==> config.mk <==
export PLATFORM = sky130hd
export DESIGN_NAME = shift_arbiter
export DESIGN_NICKNAME = d
export VERILOG_FILES = /design/src/rtl/shift_arbiter.sv
export SDC_FILE = /design/constraint.sdc
export NUM_CORES = 1
export LEC_CHECK = 0
export ABC_CLOCK_PERIOD_IN_PS = 2250
export CAP_MARGIN = 0
export CORE_ASPECT_RATIO = 1.1
export CORE_MARGIN = 3
export CORE_UTILIZATION = 34
export CTS_CLUSTER_DIAMETER = 50
export CTS_CLUSTER_SIZE = 28
export DETAILED_ROUTE_END_ITERATION = 10
export PLACE_DENSITY = 0.82
export SYNTH_ARGS = -nofsm -noshare
export SYNTH_HDL_FRONTEND = slang
export SYNTH_SLANG_ARGS = --single-unit
==> constraint.sdc <==
create_clock -name clk -period 2.25 [get_ports clk]
set_input_delay 0.675 -clock clk [delete_from_list [all_inputs] [get_ports clk]]
set_output_delay 0.675 -clock clk [all_outputs]
set_load 0.05 [all_outputs]
==> src/rtl/shift_arbiter.sv <==
// Round-robin arbiter sharing one combinational shifter between the ALU issue path and the LSU alignment path.
// Optional grant counters are enabled with `define SHIFT_ARB_STATS_EN.
module shift_arbiter #(
  parameter int unsigned RESET_PRIO = 0,
  parameter int unsigned CNT_W      = 16
) (
  input  logic        clk,
  input  logic        rst_n,
  input  logic        req0_valid,
  output logic        req0_ready,
  input  logic [31:0] req0_in,
  input  logic [4:0]  req0_shamt,
  input  logic [1:0]  req0_op,
  input  logic        req1_valid,
  output logic        req1_ready,
  input  logic [31:0] req1_in,
  input  logic [4:0]  req1_shamt,
  input  logic [1:0]  req1_op,
  output logic [31:0] sh_in,
  output logic [4:0]  sh_shamt,
  output logic [1:0]  sh_op,
  input  logic [31:0] sh_out,
  output logic        rsp_valid,
  input  logic        rsp_ready,
  output logic        rsp_id,
  output logic [31:0] rsp_data,
`ifdef SHIFT_ARB_STATS_EN
  output logic [CNT_W-1:0] grant_cnt0,
  output logic [CNT_W-1:0] grant_cnt1,
`endif
  output logic        rsp_err
);

  typedef enum logic [0:0] {
    S_IDLE = 1'b0,
    S_FULL = 1'b1
  } state_t;

  // Pointer holds the last granted ID; reset it to the opposite of RESET_PRIO so that one wins first.
  localparam logic LAST_RST = (RESET_PRIO == 0) ? 1'b1 : 1'b0;

  state_t      r_state;
  logic        r_last;
  logic        r_rsp_valid;
  logic        r_rsp_id;
  logic [31:0] r_rsp_data;
  logic        r_rsp_err;

  logic        w_can_accept;
  logic        w_gnt0;
  logic        w_gnt1;
  logic        w_any_gnt;
  logic        w_illegal;
  logic [31:0] w_next_data;

  assign w_can_accept = (r_state == S_IDLE) | (r_rsp_valid & rsp_ready);
  assign w_any_gnt    = w_gnt0 | w_gnt1;

  // Round-robin grant selection.
  always_comb begin
    w_gnt0 = 1'b0;
    w_gnt1 = 1'b0;
    if (w_can_accept) begin
      if (req0_valid && req1_valid) begin
        if (r_last) begin
          w_gnt0 = 1'b1;
        end else begin
          w_gnt1 = 1'b1;
        end
      end else if (req0_valid) begin
        w_gnt0 = 1'b1;
      end else if (req1_valid) begin
        w_gnt1 = 1'b1;
      end else begin
        w_gnt0 = 1'b0;
        w_gnt1 = 1'b0;
      end
    end else begin
      w_gnt0 = 1'b0;
      w_gnt1 = 1'b0;
    end
  end

  // Shifter input mux; requester 0 fields pass through when nobody is granted.
  always_comb begin
    sh_in    = req0_in;
    sh_shamt = req0_shamt;
    sh_op    = req0_op;
    if (w_gnt1) begin
      sh_in    = req1_in;
      sh_shamt = req1_shamt;
      sh_op    = req1_op;
    end else begin
      sh_in    = req0_in;
      sh_shamt = req0_shamt;
      sh_op    = req0_op;
    end
  end

  assign w_illegal   = (sh_op == 2'b11);
  assign w_next_data = w_illegal ? 32'h0000_0000 : sh_out;

  assign req0_ready = w_gnt0;
  assign req1_ready = w_gnt1;

  // Response slot FSM with registered response fields and grant pointer.
  always_ff @(posedge clk or negedge rst_n) begin
    if (!rst_n) begin
      r_state     <= S_IDLE;
      r_last      <= LAST_RST;
      r_rsp_valid <= 1'b0;
      r_rsp_id    <= 1'b0;
      r_rsp_data  <= 32'h0000_0000;
      r_rsp_err   <= 1'b0;
    end else begin
      case (r_state)
        S_IDLE: begin
          if (w_any_gnt) begin
            r_state     <= S_FULL;
            r_rsp_valid <= 1'b1;
            r_rsp_id    <= w_gnt1;
            r_last      <= w_gnt1;
            r_rsp_data  <= w_next_data;
            r_rsp_err   <= w_illegal;
          end
        end
        S_FULL: begin
          if (w_any_gnt) begin
            r_rsp_valid <= 1'b1;
            r_rsp_id    <= w_gnt1;
            r_last      <= w_gnt1;
            r_rsp_data  <= w_next_data;
            r_rsp_err   <= w_illegal;
          end else if (rsp_ready) begin
            r_state     <= S_IDLE;
            r_rsp_valid <= 1'b0;
          end
        end
        default: begin
          r_state     <= S_IDLE;
          r_rsp_valid <= 1'b0;
        end
      endcase
    end
  end

  assign rsp_valid = r_rsp_valid;
  assign rsp_id    = r_rsp_id;
  assign rsp_data  = r_rsp_data;
  assign rsp_err   = r_rsp_err;

`ifdef SHIFT_ARB_STATS_EN
  localparam logic [CNT_W-1:0] CNT_MAX = {CNT_W{1'b1}};
  localparam logic [CNT_W-1:0] CNT_ONE = {{(CNT_W-1){1'b0}}, 1'b1};

  logic [CNT_W-1:0] r_cnt0;
  logic [CNT_W-1:0] r_cnt1;

  // Saturating grant counters, illegal-op grants included.
  always_ff @(posedge clk or negedge rst_n) begin
    if (!rst_n) begin
      r_cnt0 <= {CNT_W{1'b0}};
      r_cnt1 <= {CNT_W{1'b0}};
    end else begin
      if (w_gnt0 && (r_cnt0 != CNT_MAX)) begin
        r_cnt0 <= r_cnt0 + CNT_ONE;
      end
      if (w_gnt1 && (r_cnt1 != CNT_MAX)) begin
        r_cnt1 <= r_cnt1 + CNT_ONE;
      end
    end
  end

  assign grant_cnt0 = r_cnt0;
  assign grant_cnt1 = r_cnt1;
`endif

endmodule

==> impl_metrics.csv, run 1 <==
group,metric,value,unit
run_status,status,"complete, but fails checks",
run_status,violations,"negative setup slack",
cts,cts_tree,"done",
setup_path,r2r_setup_slack,630,ps
run,maxCapViolations,0,
timing,slew-limit-headroom,65.0,%
grt,track_usage,26.1,%
power_and_ir_drop,ir_drop,0.692,mV
logic_synthesis,synth.area.top_cells,"dfrtp_1 37%, o41ai_2 20%, mux2_1 18%",
route,route.detailed.drc,0,
grt,overflow,0,
timing,fmax,394,MHz
route,ant_nets,0,
power_and_ir_drop,power_per_cell_area,928,nW/um^2
layout,area_delta_synth_final,117,%
timing,finClkSkew,10.1,ps
cts,htree_levels,2,
layout,ff_latch_area,928,um^2
logic_synthesis,synth_fa_ha_area_share,0,%
logic_synthesis,synth_cell_type_count,25,
timing,drv_slew,0,
grt,antenna_found_initial,0,
cts,cts-root-buf,"clkbuf_8",
setup_path,start_kind,"input port",
logic_synthesis,synth_compound_gate_area_share,32.2,%
timing,tns,-9690,ps
setup_path,worst_ep_required_time,1570,ps
die,io_pins,191,
logic_synthesis,ys.flop_type,"dfrtp_1",
grt,grt_pass1_wl,16300,um
route,drt_iter0_drc,65,
grt,grt_pass1_vias,2972,
route,viasPerCell,5.27,
setup_path,r2r_cells,6,
place,place_congestion,0.885,
timing,finalHoldViolCount,0,
die,num_rows,31,
setup_path,path_cells,"buf_8 -> a21boi_4 -> nand2_4 -> buf_4 -> buf_16 -> mux2_4 -> buf_8",
layout,layout-drive-gt1-share,40.2,%
logic_synthesis,synth_edf_count,0,
logic_synthesis,synth-seq-cells,37,
setup_path,reg2reg_from,"rsp_valid$_DFFE_PN0P_",
logic_synthesis,synth_seq_area_share,38.1,%
route,wl_per_cell,22.1,um
logic_synthesis,async_reset_ff_share,100,%
setup_path,critical_path_class,"in -> out",
cts,cts_buffers,5,
timing,setup_violations,39,
setup_path,crit_arrival,1870,ps
layout,multi_input_area,1450,um^2
setup_path,crit_path_end_kind,"output port",
die,die_h,94.7,um
logic_synthesis,avgSynthCellArea,11.4,um^2
logic_synthesis,netlist_area,2430,um^2
layout,final_nets,539,
logic_synthesis,synth.net_count,329,
cts,worstSkewPairLatency,290,ps
cts,clock_sinks,37,
logic_synthesis,yosysMostFrequentCell,"mux2_1",
logic_synthesis,synth.top_cell.area_share,37.0,%
cts,clockBufferDepth,2,
logic_synthesis,yosys-top-cells-count,"39 x mux2_1, 36 x dfrtp_1, 34 x inv_1",
logic_synthesis,synthMuxAreaShare,18.0,%
die,fp.dieArea,8210,um^2
timing,rsz0062_at_grt,"true",
logic_synthesis,synth_top_area_cell,"dfrtp_1",
route,drt-total-wl,11200,um
power_and_ir_drop,power,4900,uW
timing,worstMarginPinSlew,523,ps
place,place_hpwl,7020,um
logic_synthesis,syn_inst,214,
grt,grt_max_degree,35,
route,first_pass_iters,4,
layout,antenna_cells,0,
setup_path,r2r-end,"rsp_data[9]$_DFFE_PN0P_",
logic_synthesis,ys_warn_count,0,
die,die_w,86.7,um
setup_path,startpoint,"req0_valid",
setup_path,critPathCapture,"sh_in[15]",
logic_synthesis,synth-xor-area-share,0,%
die,floorplan.initialDensity,36.1,%
layout,utilization,78.3,%
setup_path,worst-path-max-fanout,9,
power_and_ir_drop,p_leak,0.00250,uW
place,port_buffers,190,
die,core-area,6750,um^2
hold_path,holdCritPathClass,"in -> async",
timing,setup_slack,-291,ps
timing,min_period_over_period,113,%
timing,fin_crit,2540,ps
logic_synthesis,synth_top_family_by_area,"compound AO/OA/AOI/OAI gates",
route,vias,2674,
setup_path,slowest_delay,330,ps
layout,fill_cells,390,
cts,clk_pin_slew,80,ps
setup_path,cpMostUsedCell,"buf_8",
logic_synthesis,yosys.area_share.simple,1.59,%
setup_path,cp_slowest_cell,"mux2_4",
cells by family (layout without fill, tap and decap cells):
family / count (synthesis) / count (layout)
AO/OA/AOI/OAI: 77 / 77
buffers and inverters: 54 / 265
flip-flops: 37 / 37
multiplexers: 39 / 39
AND/OR/NAND/NOR: 7 / 7
registers in the layout, summed over array words and instances, names as in the netlist:
name / flops
r_state: 1
rsp_valid: 1
rsp_data: 32
rsp_id: 1
rsp_err: 1
r_last: 1
per-stage QoR:
stage	setup slack [ps]	hold WS, ps	cell area, um^2	std cells
after floorplan	-78.9	379	2440	214
after global placement	-665	465	4490	488
after detailed placement	-659	471	4490	488
after CTS	-314	307	5210	507
after global routing	-335	322	5280	507
final	-291	309	5280	507
what timing repair did:
action                                 CTS  global route
hold buffers                             0             0
cloned                                   5             1
endpoints found under the hold margin    0             0
setup endpoints to repair               41            39
setup buffers                            7             2
pin swaps                                2             2
resized for setup                      119            24
cell usage in the layout (no fill, tap or decap), types with 3 or more instances in the layout:
master,instances
clkbuf_8,5
o41ai_2,30
o21ai_0,33
nand2_1,3
buf_16,4
buf_4,22
mux2_4,38
buf_8,39
inv_1,34
buf_12,9
clkdlybuf4s50_1,141
dfrtp_1,35
buf_6,5
layout make-up:
class	count	share of cell area, %
well taps	82	1.94
flip-flops and latches	37	17.6
multi-input cells	123	27.4
clock buffers	5	1.30
clock inverters	3	1.30
inverters	35	2.49
repair buffers	222	48.0
worst max-delay path: cells and delay by family:
family / cells / cell delay [ps]
muxes: 1 / 330
and+or+nand+nor: 1 / 110
AOI/OAI and AO/OA: 1 / 180
buffers and inverters: 4 / 570
how the worst min path moves through the flow:
stage	to	start
floorplan	r_state$_DFF_PN0_	rst_n
global placement	rsp_id$_DFFE_PN0P_	rsp_id$_DFFE_PN0P_
detailed placement	rsp_id$_DFFE_PN0P_	rsp_id$_DFFE_PN0P_
CTS	rsp_data[25]$_DFFE_PN0P_	rst_n
global route	rsp_data[23]$_DFFE_PN0P_	rst_n
finish	rsp_data[23]$_DFFE_PN0P_	rst_n
layer usage:
layer	track usage (%)	part of all wire [%]
met1	27.1	34
met2	48.9	54
met3	7.77	7.9
met4	9.48	3.5
met5	0	0
power by group:
part / total, uW / switching (uW) / internal (uW)
clock: 695 / 248 / 446
combinational: 3210 / 1820 / 1390
sequential: 991 / 121 / 870
total: 4900 / 2190 / 2710
No activity file was read; power rests on OpenSTA's default activity.
==> run 2: changes to the inputs <==
- PLACE_DENSITY: 0.82 -> 0.84
==> run 2 against run 1 <==
The run still ends with negative setup slack left. Maximum frequency up 0.65%. Global-route usage increased by 2.4 points. Hold slack improved by 4.4 ps. Clock skew is 4.9 ps lower. Sequential share of layout area down 0.35 points. Cell area grew 2.0%. Register-to-register slack worse by 200 ps. Via count grew 3.7%. Power rose by 2.5%. Critical path type unchanged. Largest power group unchanged.
==> impl_metrics.csv, run 2 (synthesis results as in run 1) <==
group,metric,value,unit
timing,setup_violations,41,
power_and_ir_drop,ir_drop,0.575,mV
grt,top_usage_layer,"met2",
setup_path,crit_buf_inv,4,
place,place_hpwl,7050,um
timing,min_period_over_period,112,%
layout,largest_reg_flops,32,
setup_path,crit_path_end_kind,"output port",
run_status,status,"complete, but fails checks",
cts,htree_levels,2,
route,drt-total-wl,11700,um
timing,rsz0062_at_grt,"true",
power_and_ir_drop,p_leak,0.00255,uW
setup_path,start_kind,"input port",
setup_path,path_delay_family,"buffers and inverters",
setup_path,cp_slowest_cell,"mux2_4",
timing,setup_slack,-275,ps
route,viasPerCell,5.42,
power_and_ir_drop,power_per_cell_area,932,nW/um^2
grt,track_usage,28.5,%
grt,antenna_found_initial,0,
power_and_ir_drop,combPwrFrac,66.3,%
cts,clock_sinks,37,
timing,drv_slew,0,
layout,mostFrequentLayoutCell,"clkdlybuf4s50_1",
cts,clk_pin_slew,80,ps
die,num_rows,31,
power_and_ir_drop,switching_share,44.9,%
die,fp.dieArea,8210,um^2
power_and_ir_drop,power_switching,2260,uW
hold_path,holdCritPathClass,"in -> async",
timing,worstMarginPinSlew,541,ps
timing,fin_crit,2520,ps
timing,fmax,396,MHz
cts,cts_tree,"done",
power_and_ir_drop,sequentialPowerShare,19.6,%
setup_path,r2r_setup_slack,430,ps
die,die_w,86.7,um
grt,globalRouteMet3Util,8.46,%
setup_path,slowest_delay,320,ps
layout,area_delta_synth_final,121,%
grt,grt_max_degree,35,
setup_path,cpMostUsedCell,"buf_8",
setup_path,path_cells,"buf_8 -> a21bo_4 -> nand2_8 -> buf_8 -> buf_16 -> mux2_4 -> buf_8",
layout,utilization,79.9,%
die,io_pins,191,
route,wl_per_cell,22.8,um
grt,grt.met1_usage,29.9,%
timing,whs,313,ps
cts,ctsHoldBuffers,0,
grt,grt_pass1_vias,3166,
route,route.detailed.drc,0,
route,drt_iter0_drc,95,
layout,antenna_cells,0,
route,ant_nets,0,
layout,layout-drive-gt1-share,40.9,%
timing,finalHoldViolCount,0,
grt,overflow,0,
grt,grt_pass1_wl,17600,um
cts,clockBufferDepth,2,
layout,ff_latch_area,928,um^2
place,port_buffers,190,
place,place_ws,-762,ps
run_status,violations,"negative setup slack",
power_and_ir_drop,clock_power_share,14.1,%
die,floorplan.initialDensity,36.1,%
layout,multi_input_area,1460,um^2
cts,cts-root-buf,"clkbuf_8",
die,core-area,6750,um^2
layout,layout_common_cells,"141 x clkdlybuf4s50_1, 42 x buf_8, 39 x mux2_4",
timing,slew-limit-headroom,63.8,%
layout,final_nets,544,
setup_path,worst_ep_required_time,1570,ps
run,maxCapViolations,0,
setup_path,critical_path_class,"in -> out",
route,first_pass_iters,4,
grt,grt_use_met2,51.8,%
setup_path,crit_arrival,1850,ps
setup_path,worst-path-max-fanout,5,
die,die_h,94.7,um
cts,cts_buffers,5,
timing,finClkSkew,5.22,ps
place,place_congestion,0.912,
power_and_ir_drop,power.internal,2770,uW
cts,worstSkewPairLatency,300,ps
layout,fill_cells,382,
route,vias,2773,
[run 2: changes by cell type in the layout (fill, tap and decap cells not counted), sizes merged]
cell    change
buf         +6
clkbuf      -1
[run 2: layout make-up]
class	instances	share of cell area, %
sequential	37	17.2
inverter	35	2.48
clock inverter	3	1.28
timing repair buffer	227	48.8
clock buffer	5	1.28
multi-input combinational	123	27.0
tap	82	1.90
[run 2: worst register-to-register path: stages, from the launching register on]
cell and delay (ps):
dfstp_2 580, a21boi_4 90, buf_4 130, buf_4 120, buf_4 120, buf_4 140
a21oi_4 210, buf_12 200, o41ai_2 90
[run 2: layer usage]
metal,wire [um],up-vias
met1,3870,1337
li1,-,1209
met3,1020,40
met2,6210,187
met4,588,0
met5,0,-
[run 2: worst paths after layout]
kind	start	end	depth (start not counted)
setup / recovery	rsp_ready	sh_in[15]	7
max in group asynchronous	rst_n	r_last$_DFFE_PN1P_	2
hold reg to reg	rsp_data[9]$_DFFE_PN0P_	rsp_data[9]$_DFFE_PN0P_	2
setup reg to reg	r_last$_DFFE_PN1P_	rsp_data[1]$_DFFE_PN0P_	8
hold / removal	rst_n	rsp_data[28]$_DFFE_PN0P_	1
min in group clk	rsp_data[9]$_DFFE_PN0P_	rsp_data[9]$_DFFE_PN0P_	2
[run 2: power by group through the flow]
stage | combinational (uW) | clock, uW | sequential [uW]
after CTS | 3280 | 715 | 977
after detailed placement | 2770 | 0 | 985
final | 3330 | 711 | 984
after global placement | 2730 | 0 | 983
after floorplan | 1070 | 0 | 1650
after global routing | 3440 | 743 | 1000
[run 2: per-stage QoR]
stage / setup TNS [ps] / power, uW / std cells / instance area, um^2
floorplan: -2920 / 2720 / 214 / 2440
global placement: -30830 / 3710 / 489 / 4520
detailed placement: -32880 / 3760 / 489 / 4520
CTS: -10070 / 4970 / 510 / 5370
global route: -10700 / 5190 / 512 / 5390
finish: -9750 / 5020 / 512 / 5390
[run 2: what timing repair did]
item	CTS	global route
hold endpoints to repair	0	0
setup endpoints to repair	41	40
pin swaps	3	2
buffers inserted	7	3
gates cloned	6	0
gates resized for setup	150	5
==> run 3: changes to the inputs <==
- CTS_CLUSTER_DIAMETER: 50 -> unset
- HOLD_SLACK_MARGIN: unset -> 0.1
- MAX_ROUTING_LAYER: unset -> met4
==> run 3 against run 2 <==
The flow still finishes with violations (negative setup slack). Register-to-register slack is essentially flat. Maximum frequency is essentially flat. Worst setup slack gained 1.6 ps. Count of clock-buffer cells in the layout is the same. First-iteration DRC count shrank 1.1%. Clock power is essentially flat. Largest power group unchanged. Non-clock buffer count is the same.
==> impl_metrics.csv, run 3 (synthesis results as in run 1) <==
group,metric,value,unit
route,first_pass_iters,4,
cts,cts_buffers,5,
timing,drv_slew,0,
layout,layout_common_cells,"141 x clkdlybuf4s50_1, 42 x buf_8, 39 x mux2_4",
timing,min_period_over_period,112,%
timing,slew-limit-headroom,63.6,%
place,place_congestion,0.927,
place,placed_area,4520,um^2
die,die_h,94.7,um
layout,design_area,5390,um^2
layout,stdcell_count,512,
cts,clockBufferDepth,2,
die,die_w,86.7,um
die,num_rows,31,
grt,track_usage,29.3,%
cts,worstSkewPairLatency,300,ps
timing,fin_crit,2520,ps
cts,clock_sinks,37,
timing,setup_slack,-273,ps
route,drt_iter0_drc,94,
setup_path,crit_arrival,1850,ps
route,route.detailed.drc,0,
die,fp.dieArea,8210,um^2
place,place_hpwl,7050,um
layout,final_nets,544,
power_and_ir_drop,p_leak,0.00255,uW
hold_path,holdCritPathClass,"in -> async",
grt,grt_max_degree,35,
setup_path,reg2reg_from,"r_last$_DFFE_PN1P_",
setup_path,cpMostUsedCell,"buf_8",
run_status,violations,"negative setup slack",
cts,clk_pin_slew,80,ps
setup_path,crit_path_end_kind,"output port",
layout,fill_cells,382,
timing,finalHoldViolCount,0,
timing,rsz0062_at_grt,"true",
route,drt-total-wl,11700,um
die,io_pins,191,
timing,finClkSkew,4.95,ps
setup_path,path_cells,"buf_8 -> a21bo_4 -> nand2_8 -> buf_6 -> buf_16 -> mux2_4 -> buf_8",
layout,area_delta_synth_final,121,%
cts,ctsHoldBuffers,0,
route,ant_nets,0,
route,wl_per_cell,22.8,um
die,floorplan.initialDensity,36.1,%
setup_path,r2r_setup_slack,430,ps
setup_path,start_kind,"input port",
place,dp_cells,489,
power_and_ir_drop,power,5020,uW
layout,layout-drive-gt1-share,40.9,%
power_and_ir_drop,power_per_cell_area,932,nW/um^2
layout,mostFrequentLayoutCell,"clkdlybuf4s50_1",
cts,htree_levels,2,
route,vias,2786,
layout,largest_reg_flops,32,
setup_path,slowest_delay,310,ps
grt,grt_pass1_wl,17600,um
layout,antenna_cells,0,
cts,cts_tree,"done",
setup_path,worst_ep_required_time,1570,ps
timing,fmax,396,MHz
setup_path,critical_path_class,"in -> out",
setup_path,worst-path-max-fanout,5,
timing,setup_violations,41,
place,port_buffers,190,
layout,utilization,79.9,%
power_and_ir_drop,ir_drop,0.574,mV
run,maxCapViolations,0,
grt,overflow,0,
setup_path,startpoint,"rsp_ready",
grt,antenna_found_initial,0,
timing,whs,313,ps
route,viasPerCell,5.44,
setup_path,cp_slowest_cell,"mux2_4",
grt,grt_pass1_vias,3164,
timing,worstMarginPinSlew,544,ps
run_status,status,"complete, but fails checks",
die,core-area,6750,um^2
cts,cts-root-buf,"clkbuf_8",
==> run 3: stage by stage <==
stage,TNS (ps),setup WS [ps]
detailed placement,-32880,-762
CTS,-10070,-266
floorplan,-2920,-78.9
finish,-9680,-273
global route,-10700,-298
global placement,-30830,-739
==> run 3: worst max-delay path, delay by kind of cell <==
| family | cells | cell delay, ps |
|---|---|---|
| multiplexers | 1 | 310 |
| AO/OA/AOI/OAI | 1 | 230 |
| AND/OR/NAND/NOR | 1 | 90 |
| buffers and inverters | 4 | 520 |
==> run 3: final cells by class <==
class | instances | area (um^2) | share of cell area [%]
Tap cell | 82 | 103 | 1.90
Timing Repair Buffer | 227 | 2630 | 48.8
Multi-Input combinational cell | 123 | 1460 | 27.0
Clock buffer | 5 | 68.8 | 1.28
Inverter | 35 | 134 | 2.48
Sequential cell | 37 | 928 | 17.2
Clock inverter | 3 | 68.8 | 1.28
==> run 3: what timing repair did <==
| action | in CTS | in global routing |
|---|---|---|
| setup endpoints to repair | 41 | 40 |
| resized for setup | 150 | 5 |
| setup buffers | 7 | 3 |
| cloned | 6 | 0 |
| pin swaps | 3 | 2 |
==> run 3: metal layers <==
metal / up-vias / track usage, % / wire length (um)
li1: 1209 / - / -
met1: 1343 / 30.3 / 3950
met2: 193 / 52.1 / 6180
met3: 41 / 7.50 / 969
met4: 0 / 13.0 / 557
met5: - / - / 0
==> run 3: path summary, 6_finish.rpt <==
kind / to / cells past startpoint
min reg2reg: rsp_data[9]$_DFFE_PN0P_ / 2
max in group asynchronous: r_last$_DFFE_PN1P_ / 2
max reg2reg: rsp_data[1]$_DFFE_PN0P_ / 8
min: rsp_data[28]$_DFFE_PN0P_ / 1
min in group clk: rsp_data[9]$_DFFE_PN0P_ / 2
max: sh_in[17] / 7
==> run 3: where the power goes <==
part | leakage [uW] | internal, uW | total [uW] | switching (uW)
clock network | 0.0000687 | 446 | 710 | 263
registers | 0.000458 | 870 | 984 | 114
logic | 0.00202 | 1450 | 3330 | 1880
total | 0.00255 | 2770 | 5020 | 2260
